`config.mk`:
```
export PLATFORM = sky130hd
export DESIGN_NAME = div_radix2_unsigned
export DESIGN_NICKNAME = d
export VERILOG_FILES = /design/src/rtl/div_radix2_unsigned_pkg.sv /design/src/rtl/div_clz.sv /design/src/rtl/div_radix2_unsigned.sv
export SDC_FILE = /design/constraint.sdc
export NUM_CORES = 1
export LEC_CHECK = 0
export ABC_AREA = 1
export BUFFER_PORTS_ARGS = -buffer_cell sky130_fd_sc_hd__buf_2
export CORE_AREA = 10 10 99 188
export DETAILED_ROUTE_END_ITERATION = 6
export DIE_AREA = 0 0 109 198
export GPL_TIMING_DRIVEN = 0
export PLACE_DENSITY_LB_ADDON = 0.15
export SYNTH_ARGS = -nofsm -noshare
export SYNTH_HDL_FRONTEND = slang
export SYNTH_SLANG_ARGS = --single-unit
```
`constraint.sdc`:
```
create_clock -name clk -period 4.16 [get_ports clk]
set_input_delay 0.208 -clock clk [delete_from_list [all_inputs] [get_ports clk]]
set_output_delay 0.208 -clock clk [all_outputs]
set_load 0.03 [all_outputs]
```
`src/rtl/div_radix2_unsigned_pkg.sv`:
```
// Shared types for the radix-2 restoring unsigned divider.
package div_radix2_unsigned_pkg;

    typedef enum logic [1:0] {
        IDLE = 2'd0,
        RUN  = 2'd1,
        DONE = 2'd2
    } div_state_t;

endpackage

```
`src/rtl/div_clz.sv`:
```
// Combinational leading-zero count; an all-zero input returns DATA_WIDTH.
module div_clz #(
    parameter int DATA_WIDTH = 32
) (
    input  logic [DATA_WIDTH-1:0]         i_value,
    output logic [$clog2(DATA_WIDTH):0]   o_count
);

    localparam int CW = $clog2(DATA_WIDTH) + 1;

    // Scan upward so the highest set bit makes the final assignment.
    always_comb begin
        o_count = CW'(DATA_WIDTH);
        for (int i = 0; i < DATA_WIDTH; i++) begin
            if (i_value[i]) begin
                o_count = CW'(DATA_WIDTH - 1 - i);
            end
        end
    end

endmodule

```
`src/rtl/div_radix2_unsigned.sv`:
```
// Iterative radix-2 restoring unsigned divider with one-cycle start/done handshake.
// Optional DIV_LEADING_ZERO_SKIP_EN: skips the dividend's leading zeros to shorten latency.
module div_radix2_unsigned
    import div_radix2_unsigned_pkg::*;
#(
    parameter int DATA_WIDTH = 32
) (
    input  logic                  clk,
    input  logic                  rst_n,
    input  logic                  start,
    input  logic [DATA_WIDTH-1:0] dividend,
    input  logic [DATA_WIDTH-1:0] divisor,
    output logic [DATA_WIDTH-1:0] quotient,
    output logic [DATA_WIDTH-1:0] remainder,
    output logic                  done,
    output logic                  divisor_is_zero
);

    localparam int W     = DATA_WIDTH;
    localparam int CNT_W = $clog2(DATA_WIDTH);

    div_state_t        r_state;
    logic [CNT_W-1:0]  r_cnt;
    logic [W-1:0]      r_rem;
    logic [W-1:0]      r_quo;
    logic [W-1:0]      r_divisor;
    logic [W-1:0]      r_quotient;
    logic [W-1:0]      r_remainder;
    logic              r_dz;

    div_state_t        w_state_next;
    logic [CNT_W-1:0]  w_cnt_next;
    logic [W-1:0]      w_rem_next;
    logic [W-1:0]      w_quo_next;
    logic [W-1:0]      w_divisor_next;
    logic [W-1:0]      w_quotient_next;
    logic [W-1:0]      w_remainder_next;
    logic              w_dz_next;

    logic [W-1:0]      w_load_q;
    logic [CNT_W-1:0]  w_load_cnt;
    logic              w_load_zero;

`ifdef DIV_LEADING_ZERO_SKIP_EN
    localparam int CW = CNT_W + 1;
    logic [CW-1:0]     w_clz;

    div_clz #(
        .DATA_WIDTH (DATA_WIDTH)
    ) u_clz (
        .i_value (dividend),
        .o_count (w_clz)
    );

    assign w_load_q    = dividend << w_clz;
    assign w_load_cnt  = CNT_W'(CW'(W - 1) - w_clz);
    assign w_load_zero = (w_clz == CW'(W));
`else
    assign w_load_q    = dividend;
    assign w_load_cnt  = CNT_W'(W - 1);
    assign w_load_zero = 1'b0;
`endif

    // The bit shifted out of r is kept as a carry so r<<1 never overflows.
    logic [W:0]        w_r_ext;
    logic [W+1:0]      w_diff;
    logic              w_fits;
    logic [W-1:0]      w_rem_step;
    logic [W-1:0]      w_quo_step;

    assign w_r_ext    = {r_rem, r_quo[W-1]};
    assign w_diff     = {1'b0, w_r_ext} - {2'b00, r_divisor};
    // A non-negative difference is always below the divisor, so bit W is clear too.
    assign w_fits     = (w_diff[W+1:W] == 2'b00);
    assign w_rem_step = w_fits ? w_diff[W-1:0] : w_r_ext[W-1:0];
    assign w_quo_step = {r_quo[W-2:0], w_fits};

    always_comb begin
        w_state_next     = r_state;
        w_cnt_next       = r_cnt;
        w_rem_next       = r_rem;
        w_quo_next       = r_quo;
        w_divisor_next   = r_divisor;
        w_quotient_next  = r_quotient;
        w_remainder_next = r_remainder;
        w_dz_next        = r_dz;

        if (start) begin
            // A start in any state (re)loads the datapath; a running op is abandoned.
            w_divisor_next = divisor;
            w_rem_next     = '0;
            w_quo_next     = w_load_q;
            w_cnt_next     = w_load_cnt;
            if (divisor == '0) begin
                w_state_next     = DONE;
                w_quotient_next  = '1;
                w_remainder_next = dividend;
                w_dz_next        = 1'b1;
            end else if (w_load_zero) begin
                w_state_next     = DONE;
                w_quotient_next  = '0;
                w_remainder_next = '0;
                w_dz_next        = 1'b0;
            end else begin
                w_state_next = RUN;
            end
        end else begin
            case (r_state)
                RUN: begin
                    w_rem_next = w_rem_step;
                    w_quo_next = w_quo_step;
                    if (r_cnt == '0) begin
                        w_state_next     = DONE;
                        w_quotient_next  = w_quo_step;
                        w_remainder_next = w_rem_step;
                        w_dz_next        = 1'b0;
                    end else begin
                        w_cnt_next = r_cnt - 1'b1;
                    end
                end
                DONE: begin
                    w_state_next = IDLE;
                end
                default: begin
                    w_state_next = r_state;
                end
            endcase
        end
    end

    always_ff @(posedge clk) begin
        if (!rst_n) begin
            r_state     <= IDLE;
            r_cnt       <= '0;
            r_rem       <= '0;
            r_quo       <= '0;
            r_divisor   <= '0;
            r_quotient  <= '0;
            r_remainder <= '0;
            r_dz        <= 1'b0;
        end else begin
            r_state     <= w_state_next;
            r_cnt       <= w_cnt_next;
            r_rem       <= w_rem_next;
            r_quo       <= w_quo_next;
            r_divisor   <= w_divisor_next;
            r_quotient  <= w_quotient_next;
            r_remainder <= w_remainder_next;
            r_dz        <= w_dz_next;
        end
    end

    assign quotient        = r_quotient;
    assign remainder       = r_remainder;
    assign divisor_is_zero = r_dz;
    assign done            = (r_state == DONE);

endmodule

```
[After elaboration in Yosys (flattened, before gate mapping)]
Index checks and enable logic that the tools add are counted.
Widths: inputs -> output; s select.
Storage, ports and cells
  register bits after elaboration: 168
  bits of input ports: 67
  output and inout port bits: 66
  word-level logic and storage cells: 48
Cells by class
  add/sub/neg operators: 2
  equal/unequal tests: 5
  multiplexer cells: 22
  bitwise gates (word level): 1
  reductions and logical operators: 10
Operators with widths (number)
  $mux 32: 11
  $sub 33x32->34: 1
  $logic_not 32->1: 1
  $mux 5: 3
  $mux 2: 3
  $logic_not 5->1: 1
  $sub 5x1->5 const B: 1
  $mux 1: 4
  $pmux 2 s2: 1
  $reduce_and 2->1: 2
  $reduce_bool 2->1: 2
  $ne 3x3->1 const B: 1
  $reduce_and 3->1: 1
  $reduce_bool 3->1: 1
  $eq 2x1->1 const B: 1
  $eq 2x2->1 const B: 1
  $logic_not 2->1: 1
  $ne 2x1->1 const B: 1
  $ne 2x2->1 const B: 1
  $reduce_or 2->1: 1
  $not 1->1: 1

[Logic depth before layout (Yosys ltp)]
Gate-level depths: netlist of the first run.
  depth in word-level cells: 6
  gate-level depth with buffers: 21
  depth with buffers taken out: 20

[Worst setup path before layout of the first run]
No wires, ideal clock.
  path type: register to register
  from: reg r_quo[31]
  to: reg r_rem[10]
  setup time: 0.109 ns
  data arrival time: 2.175 ns
  required time: 4.051 ns
  slack: 1.876 ns
  cell stages (with the launch flop): 21
  buffers on the path: 1
  period minus slack after synthesis: 2.284 ns
  cell sequence: dfxtp_1 -> inv_1 -> ha_1 -> fa_1 -> inv_1 -> nand2_1 -> nand2_1 -> nand3_1 -> nand2_2 -> nand2_2 -> nand2_2 -> nand2_2 -> nand2_1 -> nand2_1 -> nand2_4 -> nand2_4 -> buf_2 -> nand2_1 -> nand3_1 -> nand2_1 -> inv_1
On the way
  cells in the longest elaborated chain, start to end: 3
Ends and longest elaborated chain
  start: declaration: RTL line div_radix2_unsigned.sv:25  | logic [W-1:0] r_quo;
  start signal: assignment: RTL line div_radix2_unsigned.sv:145  | r_quo <= w_quo_next;
  $sub 33x32->34 (*): RTL line div_radix2_unsigned.sv:72  | assign w_diff = {1'b0, w_r_ext} - {2'b00, r_divisor};
  $logic_not 2->1: RTL line div_radix2_unsigned.sv:74  | assign w_fits = (w_diff[W+1:W] == 2'b00);
  $mux 32 (*): RTL line div_radix2_unsigned.sv:75  | assign w_rem_step = w_fits ? w_diff[W-1:0] : w_r_ext[W-1:0];
  end signal: assignment: RTL line div_radix2_unsigned.sv:144  | r_rem <= w_rem_next;
  end: declaration: RTL line div_radix2_unsigned.sv:24  | logic [W-1:0] r_rem;
Mark *: on every way between the ends. The rest lies on a longest branch, timed or not.
A chain may end at the register's enable or synchronous reset.

[Final worst setup path of the first run]
  from: reg r_quo[31]
  to: reg r_remainder[12], in the netlist remainder[12]
On the way
  cells in the longest elaborated chain, start to end: 6
Ends and longest elaborated chain
  $sub 33x32->34 (*): RTL line div_radix2_unsigned.sv:72
  $logic_not 2->1: RTL line div_radix2_unsigned.sv:74
  $mux 32 (*): RTL line div_radix2_unsigned.sv:75
  $mux 32 (*): RTL line div_radix2_unsigned.sv:112  | if (r_cnt == '0) begin
  $mux 32 (*): RTL line div_radix2_unsigned.sv:108  | case (r_state)
  $mux 32 (*): RTL line div_radix2_unsigned.sv:88  | if (start) begin
  end signal: assignment: RTL line div_radix2_unsigned.sv:148  | r_remainder <= w_remainder_next;
  end: declaration: RTL line div_radix2_unsigned.sv:28  | logic [W-1:0] r_remainder;
Mark *: on every way between the ends. The rest lies on a longest branch, timed or not. The select of a mux whose other input is x is not followed.

==> run metrics, run 1 <==
commonest non-fill, non-tap cell in the layout=nand2_1; Synth cell types=39; post-synthesis xor/xnor area fraction=2.020%; CP Capture Type=flip-flop; fin crit share=67.95%; HPWL after DPL=25020 um; DR vias/cell=about 5.3; top cells by area, synth=dfxtp_1 (35%), nand2_1 (17%), nor2_1 (8.9%); post-synthesis compound-gate area fraction=roughly an eighth; Mapped Nets=approximately 1600; TritonCTS Buffers=17; H-tree depth=4; vias in the first global route=9866; # setup viols final=0; initial DRC count=592; CTS hold repair buffers=0; status=complete, no violations; Placed Cells=1865; drt total wl=30850 um; Synth top area share=35.26%; Synth Register Bits=168; setup TNS=0 ps; worst hold margin=22.89 ps; Std-Cell Rows=65; Synth Instances=roughly 1500; Hold Fails Final Rpt=0; fraction of the mapped netlist area in simple logic gates=33.46%; critical path fanouts, max=10; RR Startpoint=r_quo[31]; RSZ-0062 raised after global routing=false; pwr/cell area=roughly 400 nW/um2; commonest non-fill, non-tap cells in the layout=nand2_1 (433), nor2_1 (225), inv_1 (222), dfxtp_1 (168), buf_2 (141); Nets=1785; Final min period=2827 ps; Fillers=1450; first-pass GRT wire length=48460 um; critical path type=reg -> reg; P&R area growth vs syn=15.47%; syn_area_per_cell=6.222 um2; die area=21580 um2; warnings from Yosys=0; Skew-Pair Late Insertion Delay=approximately 440 ps; layout cells sized above 1=12.09%; Least-Margin Pin Slew=761.0 ps; DRC Markers=0; Initial Util=60.77%; multiplexer share of the synthesized area=0%; clock root cell=clkbuf_16; largest family of logic cells by synthesized area=simple AND/OR/NAND/NOR gates; Routed Antenna Nets=0; Max Clk Rate=353.8 MHz; setup bufs post-CTS=0; PortBufs=131; cell taking the most area after synthesis=dfxtp_1; Total Routing Usage GR=28.58%; MaxCap Viol Count=0; Arr. time, crit path=3170 ps; core footprint=15700 um2; Clock Skew=8.403 ps; CTS tree=done; antenna violations before repair=1; Max-slew headroom=a little under 50%; Die Width=roughly 110 um; Final Max Slew Viols=0; post-synthesis adder-cell area fraction=4.670%; pin count of the biggest net entering global routing=17; DR vias=10130; Hold Startpoint=divisor[10]; CTS clk-pin slew, worst paths=70 ps; critical path data required time=4500 ps; I/O Pins=133; synthesized area=9538 um2; clock tree sinks=168; wire length per cell=between 15 and 20 um; Hold Crit Class=in -> reg; Final Util=70.16%; final instance count without filler cells=roughly 1900; Die Y=198 um; clock tree buffer depth=2; Post-CTS Resized=0; register area share after synthesis=between 30% and 40%; Setup crit start kind=flip-flop; P_leak=about 5.8 nW; GR Overflow Total=0; flop2flop setup slack=1330 ps; gpl congestion=0.9849; First-pass DRT Iterations=5; CP Launch Point=r_quo[31]; Total Power=4.444 mW; Max VDD drop=0.0003047 V
-- critical path, stage by stage, from the launching register on --
cell	delay [ps]
dfxtp_1	370
inv_1	60
ha_1	230
fa_1	420
inv_1	110
nand2_1	60
nand2_1	80
nand3_1	80
nand2_2	110
nand2_2	50
nand2_2	130
nand2_2	70
nand2_1	60
nand2_1	80
nand2_4	110
nand2_4	100
buf_2	220
nand2_1	110
nand3_1	140
nand2_1	100
inv_1	40
-- Yosys cell counts (all sizes together) --
library cell	count
a211oi	1
a21oi	76
a31oi	35
and2	3
buf	18
clkbuf	43
clkinv	1
dfxtp	168
fa	1
ha	34
inv	232
nand2	449
nand3	89
nand3b	3
nand4	5
nor2	226
nor3	8
nor4	3
o211ai	1
o21a	1
o21ai	104
o21bai	4
o22ai	2
o31ai	1
or2	3
xnor2	3
xor2	19
-- sequential cells by signal, summed over array words and instances, names as in the netlist --
register / flops
r_state: 2
r_quo: 32
remainder: 32
r_divisor: 32
r_rem: 32
divisor_is_zero: 1
r_cnt: 5
quotient: 32
-- final cells by class --
class	count	area, um2	share of cell area (%)
Antenna cell	1	2.502	0.02272
Inverter	233	879.6	7.987
Buffer	61	272.8	2.477
Clock inverter	12	118.9	1.079
Clock buffer	20	446.7	4.056
Timing Repair Buffer	131	655.6	5.953
Multi-Input combinational cell	1071	5022	45.60
Sequential cell	168	3363	30.54
Tap cell	201	251.5	2.284
-- cell families (layout without fill, tap and decap cells) --
logic type                 Yosys count  after routing
DFF                                168            168
and+or+nand+nor                    789            789
AOI/OAI and AO/OA                  225            225
other                                0              1
buffers and inverters              294            457
adders and majority gates           35             35
xor gates and xnor gates            22             22
-- where the power goes --
part,total [mW],leakage (nW),switching (mW),internal (mW)
registers,1.79,1.38,0.0702,1.72
clock network,1.54,0.261,0.693,0.847
logic,1.11,4.15,0.771,0.344
total,4.44,5.79,1.53,2.91
-- final timing paths --
kind,endpoint,cells past startpoint
min reg2reg,r_divisor[23],2
max,remainder[12],20
min,r_divisor[10],3
max reg2reg,remainder[12],20
-- routing by layer --
metal,GRT usage [%],routed length [um],vias up
met5,0,0,-
li1,-,-,5076
met2,52.15,16130,408
met1,28.41,10800,4512
met3,5.210,1936,134
met4,17.92,1976,0
-- metrics by stage --
step	area, um2	worst slack (ps)
after global placement	10450	1418
after CTS	11010	1363
final	11010	1333
after detailed placement	10450	1384
after global routing	11010	1135
after floorplan	9538	1876
Power figures use the tool's default switching activity.
==> run 2: changes to the inputs <==
--- a/config.mk
+++ b/config.mk
@@ -5,11 +5,11 @@
 export SDC_FILE = /design/constraint.sdc
 export NUM_CORES = 1
 export LEC_CHECK = 0
-export ABC_AREA = 1
+export ABC_AREA = 0
 export BUFFER_PORTS_ARGS = -buffer_cell sky130_fd_sc_hd__buf_2
-export CORE_AREA = 10 10 99 188
+export CORE_AREA = 10 10 99 189
 export DETAILED_ROUTE_END_ITERATION = 6
-export DIE_AREA = 0 0 109 198
+export DIE_AREA = 0 0 109 199
 export GPL_TIMING_DRIVEN = 0
 export PLACE_DENSITY_LB_ADDON = 0.15
 export SYNTH_ARGS = -nofsm -noshare
==> constraint.sdc (replaced) <==
create_clock -name clk -period 2.9 [get_ports clk]
set_input_delay 0.145 -clock clk [delete_from_list [all_inputs] [get_ports clk]]
set_output_delay 0.145 -clock clk [all_outputs]
set_load 0.03 [all_outputs]
==> run 2 against run 1 <==
The flow now finishes with violations (negative hold slack, negative setup slack). Sequential share of layout area down 1.6 points. Sequential cell count unchanged. Count of clock-buffer cells in the layout down 1. Cell area up 5.8%. Largest cell class unchanged.
==> run metrics, run 2 <==
status=complete, but fails checks; failing checks=negative hold slack, negative setup slack; commonest non-fill, non-tap cell in the layout=dfxtp_1; clock tree buffer depth=2; Die Y=around 200 um; Hold Crit Class=in -> reg; met3 usage=4.959%; routing usage on met2=50.30%; critical path fanouts, max=7; vias in the first global route=9166; PortBufs=131; Synth Flop Type=dfxtp_1; Std-Cell Rows=65; Die Width=109 um; Final Max Slew Viols=0; die area=21690 um2; M1 GR Usage=25.94%; CTS clk-pin slew, worst paths=~70 ps; syn_area_per_cell=8.545 um2; Hold Fails Final Rpt=3; reg2reg end=r_rem[11]; register area share after synthesis=37.45%; PnR worst setup slack=-122.1 ps; clock tree sinks=168; clock root cell=clkbuf_16; grt peak-use layer=met2; warnings from Yosys=0; MaxCap Viol Count=0; gpl congestion=0.9392; First-pass DRT Iterations=6; synthesized area=8981 um2; most frequent cell after synthesis=dfxtp_1; P_leak=4.767 nW; antenna violations before repair=1; Routed Antenna Nets=0; Synth Register Bits=168; DRC Markers=0; RR Startpoint=r_divisor[8]; wire length per cell=20.96 um; commonest non-fill, non-tap cells in the layout=dfxtp_1 (160), buf_2 (143), a21oi_1 (111), nand2_1 (107), nor2b_1 (61); CP Capture Type=flip-flop; Min-Delay Endpoint=r_divisor[8]; I/O Pins=133; Max Clk Rate=330.9 MHz; Commonest cells post-synth=dfxtp_1 (168), a21oi_1 (127), nand2_1 (110), nor2b_1 (62), clkbuf_1 (55); Max VDD drop=0.0004009 V; GR Overflow Total=0; Hold Startpoint=divisor[8]; # setup viols final=41; drt total wl=30640 um; Synth top area share=37.45%; Initial Util=57.22%; hold depth=3; Clock Skew=around 9.7 ps; layout cells sized above 1=between 20 and 30%; Post-synth EDFFs=0; Arr. time, crit path=3390 ps; pin count of the biggest net entering global routing=17; critical path data required time=3260 ps; HPWL after DPL=22460 um; flop2flop setup slack=-120 ps; Synth Instances=1051; Area after DPL=9888 um2; post-layout instance area=11650 um2; core footprint=about 16000 um2; fin crit share=104.2%; critical path type=reg -> reg; Async S/R FF share, synth=0%; P&R area growth vs syn=29.70%; first-pass GRT wire length=roughly 46000 um; Synth cell types=72; CP Launch Point=r_divisor[8]; TritonCTS Buffers=17; Setup crit start kind=flip-flop; Final min period=3022 ps; Skew-Pair Late Insertion Delay=between 400 and 500 ps; Mapped Nets=1153; Least-Margin Pin Slew=870.5 ps; initial DRC count=597; worst hold margin=-11.10 ps; DR vias=8982; RSZ-0062 raised after global routing=true; worst reg-to-reg path cell count=13; H-tree depth=4; Total Routing Usage GR=27.20%; DR vias/cell=approximately 6; Nets=1352; CTS tree=done; pwr/cell area=542.2 nW/um2; Max-slew headroom=a little over two fifths; final instance count without filler cells=1462; top cells by area, synth=dfxtp_1 (37%), a21oi_1 (7.1%), mux2i_1 (6.0%); Placed Cells=1383; cell taking the most area after synthesis=dfxtp_1
[run 2: layout make-up]
class / count / area (um2)
diodes: 1 / 2.502
flip-flops and latches: 168 / 3373
well taps: 201 / 251.5
clock inverters: 10 / 57.56
repair buffers: 185 / 1175
fillers: 1226 / 4048
inverters: 45 / 168.9
clock buffers: 19 / 452.9
multi-input cells: 762 / 5822
plain buffers: 71 / 345.3
[run 2: cells by family (layout without fill, tap and decap cells)]
| group | count (synthesis) | in the layout | share of synthesized area [%] |
|---|---|---|---|
| AOI/OAI and AO/OA | 332 | 332 | 25.73 |
| xor gates and xnor gates | 31 | 31 | 3.023 |
| adders and majority gates | 35 | 35 | 4.960 |
| buffers and inverters | 121 | 330 | 5.698 |
| DFF | 168 | 168 | 37.45 |
| muxes | 54 | 54 | 6.018 |
| other | 0 | 1 | 0 |
| and+or+nand+nor | 310 | 310 | 17.12 |
[run 2: how the worst max path moves through the flow]
stage,end,slack [ps],depth (start not counted)
CTS,remainder[26],-60,15
finish,r_rem[11],-120,13
detailed placement,r_rem[25],-670,13
global route,r_rem[11],-180,14
floorplan,remainder[29],10,14
global placement,remainder[6],-660,8
[run 2: through the flow]
| stage | power, mW | utilization, % | TNS (ps) | setup slack (ps) | hold WS, ps |
|---|---|---|---|---|---|
| 2_1_floorplan | 3.495 | - | 0 | 11.94 | 282.8 |
| 3_3_place_gp | 3.858 | 63.00 | -54950 | -661.9 | 412.8 |
| 3_5_place_dp | 3.880 | 63.00 | -54730 | -668.9 | 415.6 |
| 4_1_cts | 6.183 | 72.63 | -1012 | -62.51 | 0.4229 |
| 5_1_grt | 6.535 | 74.21 | -5406 | -179.2 | 9.477 |
| 6_report | 6.316 | 74.21 | -1634 | -122.1 | -11.10 |
[run 2: power breakdown]
part	switching [mW]	leakage (nW)	total (mW)	internal (mW)
clock network	0.953	0.252	2.07	1.11
registers	0.0886	1.38	2.51	2.43
logic	1.03	3.14	1.74	0.709
[run 2: timing repair]
item,CTS,global route
buffers inserted,18,7
cloned,2,0
setup endpoints to repair,98,67
hold endpoints to repair,28,0
hold buffers,28,0
resized for setup,100,55
pin swaps,44,36
[run 2: routing by layer]
metal / part of all wire [%] / routed length [um]
met1: 34 / 10510
met2: 53 / 16290
met3: 5.6 / 1704
met4: 7.0 / 2144
met5: 0 / 0
[run 2: worst max-delay path, cell delays in order (launching register included)]
cell and delay (ps):
dfxtp_2 340, inv_1 50, ha_1 280, buf_6 140, a21oi_4 110, o21ai_2 90
a221o_1 400, o31a_1 350, a211o_1 320, nand2_4 100, buf_4 170, nor3_1 100
or3_1 370, a21oi_1 130
